$ cat config.mk
export PLATFORM = sky130hd
export DESIGN_NAME = next_gen_engine_flat
export DESIGN_NICKNAME = d
export VERILOG_FILES = /design/src/rtl/next_gen_engine_if.sv /design/src/rtl/next_gen_engine.sv /design/src/flat_wrapper.sv
export SDC_FILE = /design/constraint.sdc
export NUM_CORES = 1
export LEC_CHECK = 0
export CAP_MARGIN = 20
export CORE_UTILIZATION = 35
export CTS_BUF_LIST = sky130_fd_sc_hd__clkbuf_4 sky130_fd_sc_hd__clkbuf_8
export CTS_CLUSTER_SIZE = 28
export DETAILED_ROUTE_END_ITERATION = 8
export GPL_ROUTABILITY_DRIVEN = 1
export MAX_ROUTING_LAYER = met4
export PLACE_DENSITY_LB_ADDON = 0.2
export SYNTH_ARGS = -nofsm -noshare
export SYNTH_HDL_FRONTEND = slang
export SYNTH_SLANG_ARGS = --single-unit
export TNS_END_PERCENT = 10
$ cat constraint.sdc
create_clock -name ph1 -period 3.8 [get_ports ph1]
set_input_delay 0.95 -clock ph1 [delete_from_list [all_inputs] [get_ports ph1]]
set_output_delay 0.95 -clock ph1 [all_outputs]
set_load 0.01 [all_outputs]
$ cat src/rtl/next_gen_engine_if.sv
// Row-file port bundle between the life engine and the storage that holds the grid.
// The engine reads one row per cycle (rd is combinational from ra) and writes one row per cycle.
interface next_gen_engine_if;
  logic [7:0] rd;
  logic [2:0] ra;
  logic [2:0] wa;
  logic [7:0] wd;
  logic       regwrite;

  modport master (input rd, output ra, output wa, output wd, output regwrite);
  modport slave  (output rd, input ra, input wa, input wd, input regwrite);
endinterface

$ cat src/rtl/next_gen_engine.sv
// One-generation Game of Life stepper for an 8x8 toroidal grid, updated in place row by row.
// state | meaning
// IDLE  | waiting for start
// LOAD0 | fetch row 7 into prev
// LOAD1 | fetch row 0 into cur and keep a copy for the final wrap
// LOAD2 | fetch row 1 into nxt
// ROW   | write next-gen row r, slide the 3-row window down
// DONE  | one-cycle done pulse, bump gen_count
module next_gen_engine (
  input  logic                     ph1,
  input  logic                     reset,
  input  logic                     start,
  next_gen_engine_if.master        bus,
  output logic                     busy,
  output logic                     done,
  output logic [7:0]               gen_count
);

  typedef enum logic [2:0] {IDLE, LOAD0, LOAD1, LOAD2, ROW, DONE} state_t;

  state_t     r_state;
  logic [7:0] r_prev;
  logic [7:0] r_cur;
  logic [7:0] r_nxt;
  logic [7:0] r_row0;
  logic [2:0] r_idx;

  logic [7:0] w_np;
  logic [7:0] w_nc;
  logic [7:0] w_nn;
  logic [7:0] w_row;

  function automatic logic [7:0] life_row(input logic [7:0] p, input logic [7:0] c,
                                          input logic [7:0] n);
    logic [7:0] res;
    logic [2:0] ci;
    logic [2:0] cl;
    logic [2:0] cr;
    logic [3:0] cnt;
    res = '0;
    for (int i = 0; i < 8; i++) begin
      ci  = 3'(i);
      cl  = ci - 3'd1;
      cr  = ci + 3'd1;
      cnt = 4'(p[cl]) + 4'(p[ci]) + 4'(p[cr]) + 4'(c[cl]) + 4'(c[cr])
          + 4'(n[cl]) + 4'(n[ci]) + 4'(n[cr]);
      res[i] = (cnt == 4'd3) || (c[ci] && (cnt == 4'd2));
    end
    return res;
  endfunction

  // wd is registered, so compute the row for the window as it will be next cycle
  always_comb begin
    w_np = r_cur;
    w_nc = r_nxt;
    w_nn = (r_idx == 3'd6) ? r_row0 : bus.rd;
    if (r_state == LOAD2) begin
      w_np = r_prev;
      w_nc = r_cur;
      w_nn = bus.rd;
    end
    w_row = life_row(w_np, w_nc, w_nn);
  end

  always_ff @(posedge ph1) begin
    if (reset) begin
      r_state      <= IDLE;
      r_prev       <= '0;
      r_cur        <= '0;
      r_nxt        <= '0;
      r_row0       <= '0;
      r_idx        <= '0;
      bus.ra       <= '0;
      bus.wa       <= '0;
      bus.wd       <= '0;
      bus.regwrite <= 1'b0;
      busy         <= 1'b0;
      done         <= 1'b0;
      gen_count    <= '0;
    end else begin
      case (r_state)
        IDLE: begin
          if (start) begin
            r_state <= LOAD0;
            busy    <= 1'b1;
            bus.ra  <= 3'd7;
          end
        end
        LOAD0: begin
          r_prev  <= bus.rd;
          bus.ra  <= 3'd0;
          r_state <= LOAD1;
        end
        LOAD1: begin
          r_cur   <= bus.rd;
          r_row0  <= bus.rd;
          bus.ra  <= 3'd1;
          r_state <= LOAD2;
        end
        LOAD2: begin
          r_nxt        <= bus.rd;
          r_idx        <= 3'd0;
          bus.ra       <= 3'd2;
          bus.regwrite <= 1'b1;
          bus.wa       <= 3'd0;
          bus.wd       <= w_row;
          r_state      <= ROW;
        end
        ROW: begin
          r_prev <= r_cur;
          r_cur  <= r_nxt;
          r_nxt  <= w_nn;
          if (r_idx == 3'd7) begin
            bus.regwrite <= 1'b0;
            done         <= 1'b1;
            gen_count    <= gen_count + 8'd1;
            r_state      <= DONE;
          end else begin
            r_idx  <= r_idx + 3'd1;
            bus.ra <= r_idx + 3'd3;
            bus.wa <= r_idx + 3'd1;
            bus.wd <= w_row;
          end
        end
        DONE: begin
          done    <= 1'b0;
          busy    <= 1'b0;
          r_state <= IDLE;
        end
        default: r_state <= IDLE;
      endcase
    end
  end

endmodule

$ cat src/flat_wrapper.sv
// flat-port wrapper written by rule: the top's interface ports become plain ports
module next_gen_engine_flat 
  (ph1, reset, start, busy, done, gen_count, bus_rd, bus_ra, bus_wa, bus_wd, bus_regwrite);
  next_gen_engine_if bus_i ();
  input  logic ph1;
  input  logic reset;
  input  logic start;
  output logic busy;
  output logic done;
  output logic [7:0] gen_count;
  input wire logic [$bits(bus_i.rd)-1:0] bus_rd;
  output wire logic [$bits(bus_i.ra)-1:0] bus_ra;
  output wire logic [$bits(bus_i.wa)-1:0] bus_wa;
  output wire logic [$bits(bus_i.wd)-1:0] bus_wd;
  output wire logic [$bits(bus_i.regwrite)-1:0] bus_regwrite;
  assign bus_i.rd = bus_rd;
  assign bus_ra = bus_i.ra;
  assign bus_wa = bus_i.wa;
  assign bus_wd = bus_i.wd;
  assign bus_regwrite = bus_i.regwrite;
  next_gen_engine u_core (.ph1(ph1), .reset(reset), .start(start), .bus(bus_i), .busy(busy), .done(done), .gen_count(gen_count));
endmodule
Word level (Yosys, flattened, before mapping)
Index checks and enable logic that the tools add are counted.
Widths: inputs -> output; s select.

word-level totals
  flip-flop bits (word level) = 60
  input port bits = 11
  word-level logic and storage cells = 150
  latch bits = 0
  ROM bits = 0
  memories = 0
  bits in writable memories = 0
  output and inout port bits = 25

operators by class
  bitwise operators = 0
  shift operators = 0
  muxes and demuxes = 23
  order comparisons = 0
  multipliers = 0
  divide/modulo/power cells = 0
  eq/ne operators = 26
  reductions and logical operators = 30
  add/subtract/negate cells = 59

operators by type and width
  operator             count
  $add 4x1->4          48
  $eq 4x2->1 const B   16
  $pmux 8 s2           4
  $mux 8               5
  $pmux 3 s5           2
  $add 1x1->2          8
  $mux 3               5
  $eq 3x3->1 const B   4
  $reduce_and 2->1     6
  $reduce_bool 2->1    5
  $add 8x1->8 const B  1
  $logic_and 1x1->1    8
  $logic_or 1x1->1     8
  $eq 3x2->1 const B   2
  $pmux 1 s2           3
  $pmux 3 s2           1
  $reduce_bool 5->1    1
  $ne 2x2->1 const B   2
  $add 3x1->3 const B  1
  $add 3x2->3 const B  1
  $eq 3x1->1 const B   1
  $logic_not 3->1      1
  $mux 1               3
  $reduce_and 3->1     1
  $ne 2x1->1 const B   1

Depth between registers and ports, before layout
Gate-level depths: netlist of run 1.

  word-level depth = 14
  mapped depth = 18
  gate-level depth less buffers = 17

Worst setup path before layout of run 1
No wires, ideal clock.

  path kind = register to register
  start point = register u_core.r_state[1]
  end point = register u_core.bus.wd[0]
  period minus slack after synthesis = 4.178 ns
  data required time = 3.740 ns
  setup slack = -0.378 ns
  arrival = 4.118 ns
  setup time = 0.060 ns
  cell stages (with the launch flop) = 14
  buffers on the path = 1
  cells stage by stage = dfxtp_1 > and3b_1 > clkbuf_1 > mux2i_1 > inv_1 > ha_1 > inv_1 > fa_1 > fa_1 > fa_1 > fa_1 > or3b_2 > a2bb2oi_1 > a22o_1

between the ends
  cells in the longest elaborated chain, start to end = 14
  elaborated cells on any way between the ends = 21
  those cells by class = add/sub (7); eq/ne (5); mux (5); reduce/logical (4)

RTL lines
  item                       RTL line                                      RTL
  start: declaration         next_gen_engine.sv:21                         state_t r_state;
  start signal: assignment   next_gen_engine.sv:67                         r_state <= IDLE;
  start signal: assignment   next_gen_engine.sv:84                         r_state <= LOAD0;
  start signal: assignment   next_gen_engine.sv:92                         r_state <= LOAD1;
  $eq 3x2->1                 next_gen_engine.sv:57, next_gen_engine.sv:81
  $mux 8                     next_gen_engine.sv:57                         if (r_state == LOAD2) begin
  $add 1x1->2                next_gen_engine.sv:45                         cnt = 4'(p[cl]) + 4'(p[ci]) + 4'(p[cr]) + 4'(c[cl]) + 4'(c[cr])
  $add 4x1->4 (3 in series)  next_gen_engine.sv:45
  $add 4x1->4 (3 in series)  next_gen_engine.sv:46                         + 4'(n[cl]) + 4'(n[ci]) + 4'(n[cr]);
  $eq 4x2->1                 next_gen_engine.sv:47                         res[i] = (cnt == 4'd3) || (c[ci] && (cnt == 4'd2));
  $logic_and 1x1->1          next_gen_engine.sv:47
  $logic_or 1x1->1           next_gen_engine.sv:47
  $mux 8                     next_gen_engine.sv:113                        if (r_idx == 3'd7) begin
  $pmux 8 s2                 next_gen_engine.sv:81                         case (r_state)
  end signal: assignment     next_gen_engine.sv:106                        bus.wd <= w_row;
  end signal: assignment     next_gen_engine.sv:122                        bus.wd <= w_row;
  end: declaration           next_gen_engine_if.sv:10                      modport master (input rd, output ra, output wa, output wd, output regwrite);

Parallel ways exist; a longest one is shown, timed or not. The select of a mux whose other input is x is not followed.
A chain may end at the register's enable or synchronous reset.

Final worst setup path of run 1
  start point = input port bus_rd[0]
  end point = register u_core.bus.wd[0]

between the ends
  cells in the longest elaborated chain, start to end = 9
  elaborated cells on any way between the ends = 10
  those cells by class = add/sub (2); eq/ne (2); mux (4); reduce/logical (2)

RTL lines
  item                           RTL line                RTL
  start: declaration             flat_wrapper.sv:11      input wire logic [$bits(bus_i.rd)-1:0] bus_rd;
  $mux 8                         next_gen_engine.sv:56   w_nn = (r_idx == 3'd6) ? r_row0 : bus.rd;
  $mux 8 (*)                     next_gen_engine.sv:57
  $add 4x1->4 (*) (2 in series)  next_gen_engine.sv:46
  $eq 4x2->1                     next_gen_engine.sv:47
  $logic_and 1x1->1              next_gen_engine.sv:47
  $logic_or 1x1->1 (*)           next_gen_engine.sv:47
  $mux 8                         next_gen_engine.sv:113
  $pmux 8 s2 (*)                 next_gen_engine.sv:81

Every way passes the cells marked *; elsewhere a longest branch is shown, timed or not. The select of a mux whose other input is x is not followed.

==> results.toml, run 1 <==
[critical_path]
reg2reg_setup_slack_ns = -0.04
r2r-start = "u_core.r_state[2]"
cp_max_fo = 2
worstRegToRegCells = 12
critical_path.startpoint_type = "primary input"
worst-endpoint-arrival_ns = 4.16
setup.worst_path.class = "in2reg"
critPathRequiredTime_ns = 4.11
worst_r2r_endpoint = "u_core.bus.wd[0]"
crit_path_end_kind = "register"

[floorplanning]
placeableCoreArea_sq_mm = 0.01156
die_area_sq_mm = 0.01247
start_util = 0.3641
fp-row-count = 39
die-width_um = 111.7
io-pin-count = 36
floorplan.die.height_um = 111.7

[drt]
detailroute.via_count = 3654
detail_route.wl_per_cell_um = 15.90
vias_per_cell = 5.176
drtPass1Iterations = 6
met2WireLength_um = 5358
dr_wl_met3_um = 426
detail_route.drc_violations = 2
routedLengthMet1_um = 5198
routed_wirelength_um = 11230
ant_nets = 0
drt-initial-drc-count = 186
highest-signal-layer = "met4"

[logic_synthesis]
ys_dominant_reg_cell = "dfxtp_1"
synth_enable_flop_cells = 0
ys_ff_latch = 60
synth.net_count = 560
yosysUniqueCellTypes = 49
fraction_of_registers_with_async_set_reset = 0
postSynthAreaPerCell_sq_um = 8.628
synthesis.yosys.warnings = 0
yosysSeqAreaShare = 0.2853
cell_area_after_synthesis_sq_mm = 0.004210
synthesis.instances = 488

[finish]
drive_gt1_frac = 0.1758
area_growth_syn_to_layout_pct = 26.66
final_util = 0.4611
n_antenna_cell = 0
fin_nets = 630
final_non_filler_cell_total = 706

[power]
total_power_uw = 1919
vdd_drop_max_uv = 210.5
leakagePower_uw = 0.002314
power_density_mw_per_mm2 = 359.8

[global_route]
grt_max_degree = 56
antenna_found_initial = 0
grt_pass1_wl_um = 17950
grt-ovfl-total = 0
grt_pass1_vias = 3608
global_route.usage.total = 0.1923

[sta]
fin_skew_ns = 0.01057
setup_tns_final_ns = -0.09567
grt_setup_unrepaired = "true"
max_slew.worst_pin.slew_ns = 1.087
finalHoldViolations = 0
slew_violations = 0
setup_viol_count_final = 3
finalCritPeriodShare = 1.013
max_clock_freq_ghz = 0.2597
postLayoutSetupSlackWorst_ns = -0.04994
worst_slew_margin_rel = 0.2751
layout_min_cycle_time_ns = 3.850

[clock_tree]
tritoncts_num_sinks = 60
cts.clk_slew.worst_paths_ns = 0.08
cts_buffers = 9
worst_skew_pair.late_latency_ns = 0.36
clockRootBuffer = "clkbuf_8"
clockBufferDepth = 2
cts_tree = "yes"
clock_tree.htree_level_count = 3

[run]
max_cap_viol_count = 0

[worst_hold_path]
hold_start = "u_core.r_prev[6]"
hold-path-endpoint = "u_core.r_prev[6]"
worstHoldPathCells = 2
hold_path_class = "reg2reg"

[status]
failed_checks = "DRC, setup timing"
outcome = "finished with violations"

[place]
gp_congestion = 0.8055
placed_cells = 687
place_hpwl_um = 8181
numPortBuffers = 35
[cell usage after synthesis, types with 3 or more instances]
library cell | instances | share of area
a211oi_1 | 5 | 0.0089
a21oi_1 | 34 | 0.040
a221oi_1 | 3 | 0.0062
a22o_1 | 5 | 0.010
a22oi_1 | 10 | 0.018
a31oi_1 | 11 | 0.016
a32o_1 | 3 | 0.0071
buf_2 | 7 | 0.0083
clkbuf_1 | 13 | 0.012
dfxtp_1 | 60 | 0.29
fa_1 | 29 | 0.14
ha_1 | 32 | 0.095
inv_1 | 58 | 0.052
mux2_2 | 3 | 0.0080
mux2i_1 | 16 | 0.038
nand2_1 | 70 | 0.062
nand2b_1 | 12 | 0.018
nand3_1 | 7 | 0.0083
nor2_1 | 30 | 0.027
nor2b_1 | 5 | 0.0074
nor3_1 | 3 | 0.0036
o21a_1 | 3 | 0.0053
o21ai_0 | 11 | 0.013
o32ai_1 | 8 | 0.017
or3_1 | 8 | 0.012
xnor2_1 | 7 | 0.015
xor2_1 | 5 | 0.010
[per-stage QoR]
step	instance area, sq um	hold slack, ns	worst slack (ns)
global route	5333	0.4776	-0.1996
global placement	5000	0.4441	-0.5508
CTS	5281	0.4598	-0.07454
floorplan	4239	0.4359	-0.01232
detailed placement	5000	0.4479	-0.6022
finish	5333	0.4600	-0.04994
[layer usage]
| metal | vias up | track usage |
|---|---|---|
| met5 | - | - |
| met4 | 0 | 0.06577 |
| met3 | 15 | 0.04790 |
| met2 | 62 | 0.2990 |
| met1 | 1785 | 0.2427 |
| li1 | 1792 | - |
[worst max path at each step]
stage                 startpoint          endpoint  slack [ns]  depth (start not counted)
6_report               bus_rd[0]  u_core.bus.wd[0]       -0.05                         10
3_3_place_gp           bus_rd[5]  u_core.bus.wd[4]       -0.55                         10
4_1_cts        u_core.r_state[2]  u_core.bus.wd[4]       -0.07                         12
5_1_grt        u_core.r_state[2]  u_core.bus.wd[0]       -0.20                         13
2_1_floorplan  u_core.r_state[0]  u_core.bus.wd[0]       -0.01                         13
3_5_place_dp           bus_rd[5]  u_core.bus.wd[4]       -0.60                         10
[power breakdown]
part / internal [uW] / switching, uW / total [uW]
combinational: 282 / 329 / 611
clock: 306 / 306 / 611
sequential: 667 / 29.3 / 696
[cells in the final DEF (no fill, tap or decap), types with 3 or more instances in the layout]
master           count
nor2b_1              5
ha_1                32
a31oi_1             11
clkbuf_8             9
nor2_1              30
fa_1                24
clkdlybuf4s50_1     34
a21oi_1             34
fa_2                 5
dfxtp_1             56
nand3_1              7
nor3b_2              3
a22o_1               5
o32ai_1              8
mux2i_1              9
xnor2_1              7
buf_4               44
o21ai_0             10
dfxtp_2              4
a22oi_1             10
a32o_1               3
o21a_1               3
xor2_1               5
a211oi_1             4
nand2_1             70
clkinvlp_4           3
mux2i_4              5
inv_1               57
nand2b_1            12
or3_1                8
[worst max-delay path: stages]
cell and delay (ns):
clkdlybuf4s50_1 0.49, mux2_4 0.17, inv_4 0.03, fa_1 0.56
fa_1 0.44, fa_2 0.37, fa_1 0.49, or3b_4 0.42
a2bb2oi_2 0.11, a22o_1 0.12
[registers in the layout (all words and copies together) (netlist names)]
register / cells
u_core.r_cur: 8
u_core.gen_count: 8
u_core.bus.wd: 8
u_core.r_state: 3
u_core.bus.regwrite: 1
u_core.bus.wa: 3
u_core.busy: 1
u_core.r_row0: 8
u_core.bus.ra: 3
u_core.r_nxt: 8
u_core.r_prev: 8
u_core.done: 1
[logic make-up after synthesis]
logic type                 count (synthesis)  synth area share
and+or+nand+nor                          156            0.1789
AOI/OAI and AO/OA                         98            0.1522
buffers and inverters                     81           0.07608
adders and majority gates                 61            0.2330
DFF                                       60            0.2853
muxes                                     20           0.04963
xor gates and xnor gates                  12           0.02496
[layout make-up]
type	instances	area, sq um
clock buffers	9	123.9
clock inverters	7	75.07
fillers	1176	6232
inverters	59	224.0
multi-input cells	347	2818
flip-flops and latches	60	1206
well taps	143	178.9
repair buffers	81	706.9
[timing repair]
item / in CTS / in global routing
pin swaps: 2 / 4
cloned: 0 / 0
hold buffers: 0 / 0
gates resized for setup: 20 / 6
endpoints found under the setup margin: 7 / 8
setup buffers: 1 / 2
No activity file was read; power rests on OpenSTA's default activity.
==> inputs of run 2 (changes only) <==
CTS_BUF_LIST = sky130_fd_sc_hd__clkbuf_4   (was sky130_fd_sc_hd__clkbuf_4 sky130_fd_sc_hd__clkbuf_8)
==> results.toml, run 2 (synthesis gave the netlist of run 1 again) <==
[critical_path]
cp_max_fo = 4
crit_path_end_kind = "register"
worstPathCellList = "nand3b_1 > mux2_4 > ha_4 > inv_2 > fa_1 > fa_1 > fa_2 > fa_1 > or3b_4 > a2bb2oi_2 > a22o_1"
most_prevalent_standard_cell_on_the_critical_path = "fa_1"
cp_slowest_stage_delay_ns = 0.53
worst-endpoint-arrival_ns = 4.37
cp_num_cells = 11
worstRegToRegCells = 11
cp_slowest_cell = "fa_1"
setup.worst_path.class = "reg2reg"
cp_num_buf_inv = 1
critPathRequiredTime_ns = 4.19
cpLargestDelayFamily = "adder cells"
critical_path.startpoint_type = "register"

[place]
pre_cts_slack_ns = -0.6022
placed_cell_area_sq_mm = 0.005000
placed_cells = 687
place_hpwl_um = 8181
gp_congestion = 0.8055
numPortBuffers = 35

[drt]
detail_route.wl_per_cell_um = 15.74
detailroute.via_count = 3641
ant_nets = 0
detail_route.drc_violations = 2
routed_wirelength_um = 11110
vias_per_cell = 5.157
drtPass1Iterations = 6
drt-initial-drc-count = 198

[power]
power_density_mw_per_mm2 = 341.5
leakagePower_uw = 0.002274
vdd_drop_max_uv = 208.4

[global_route]
grt-ovfl-total = 0
grt_pass1_vias = 3559
grt_max_degree = 56
antenna_found_initial = 1
grt_pass1_wl_um = 17800
global_route.usage.total = 0.1910

[finish]
area_growth_syn_to_layout_pct = 25.97
fin_area_sq_mm = 0.005304
fin_nets = 629
layout.cells.most_common_list = "69 x nand2_1, 56 x dfxtp_1, 55 x inv_1"
drive_gt1_frac = 0.1904
nFillCells = 1175
layout.cells.most_common = "nand2_1"
final_non_filler_cell_total = 706

[sta]
layout_min_cycle_time_ns = 3.986
setup_viol_count_final = 5
max_clock_freq_ghz = 0.2509
setup_tns_final_ns = -0.4093
worst_slew_margin_rel = 0.2942
postLayoutSetupSlackWorst_ns = -0.1860
grt_setup_unrepaired = "true"
slew_violations = 0
finalCritPeriodShare = 1.049
finalHoldViolations = 0
fin_skew_ns = 0.01815
max_slew.worst_pin.slew_ns = 1.059

[worst_hold_path]
hold_path_class = "reg2reg"
worstHoldPathCells = 2

[status]
outcome = "finished with violations"
failed_checks = "DRC, setup timing"

[clock_tree]
worst_skew_pair.late_latency_ns = 0.44
cts_tree = "yes"
clockRootBuffer = "clkbuf_4"
clock_tree.htree_level_count = 3
cts.clk_slew.worst_paths_ns = 0.13
cts_buffers = 9
tritoncts_num_sinks = 60
clockBufferDepth = 2
cts.hold.buffers_added = 0

[floorplanning]
start_util = 0.3641
die_area_sq_mm = 0.01247
placeableCoreArea_sq_mm = 0.01156
fp-row-count = 39
io-pin-count = 36
die-width_um = 111.7
floorplan.die.height_um = 111.7

[run]
max_cap_viol_count = 0
## run 2: cell count changes in the layout (fill, tap and decap cells not counted), sizes merged
cell,change
buf,-1
diode,+1
## run 2: metal layers
layer  global-route usage  vias to the layer above  part of all wire
met5                    -                        -                 0
met4              0.06396                        0             0.017
met3              0.04790                       11             0.045
met2               0.2981                       77              0.47
met1               0.2405                     1759              0.46
li1                     -                     1794                 -
## run 2: worst register-to-register path: cells and delay by family, from the launching register on
kind | cells | cell delay (ns)
simple gates | 2 | 0.67
flops | 1 | 0.35
buf+inv | 1 | 0.03
compound gates | 2 | 0.26
fa+ha+maj | 5 | 2.25
mux | 1 | 0.39
## run 2: final timing paths
check                                       start               end  slack (ns)
worst max-delay path            u_core.r_state[2]  u_core.bus.wd[0]       -0.19
worst max register to register  u_core.r_state[2]  u_core.bus.wd[0]       -0.19
worst min-delay path             u_core.r_row0[1]  u_core.r_row0[1]        0.46
worst min register to register   u_core.r_row0[1]  u_core.r_row0[1]        0.46
## run 2: layout make-up
cell class	instances	area, sq um	area share
Clock inverter	7	75.07	0.01415
Inverter	59	224.0	0.04223
Clock buffer	9	67.56	0.01274
Sequential cell	60	1206	0.2274
Antenna cell	1	2.502	0.0004718
Timing Repair Buffer	80	701.9	0.1323
Multi-Input combinational cell	347	2848	0.5369
Tap cell	143	178.9	0.03373
## run 2: what timing repair did
item | CTS | global route
gates cloned | 0 | 0
resized for setup | 16 | 22
pin swaps | 2 | 11
setup buffers | 0 | 3
endpoints found under the setup margin | 7 | 8
## run 2: stage by stage
stage	hold slack (ns)	utilization	total power, uW
6_report	0.4639	0.4586	1811
5_1_grt	0.4839	0.4586	1939
4_1_cts	0.4660	0.4506	1796
3_5_place_dp	0.4479	0.4323	1290
3_3_place_gp	0.4441	0.4323	1266
2_1_floorplan	0.4359	-	1108
## run 2: power by group
part           internal, uW  switching (uW)
Sequential              667            29.0
Combinational           291             335
Clock                   203             286
==> inputs of run 3 (changes only) <==
CTS_CLUSTER_SIZE = not set   (was 28)
==> results of run 3 <==
Final layout, timing and power as in run 2 (identical DEF).
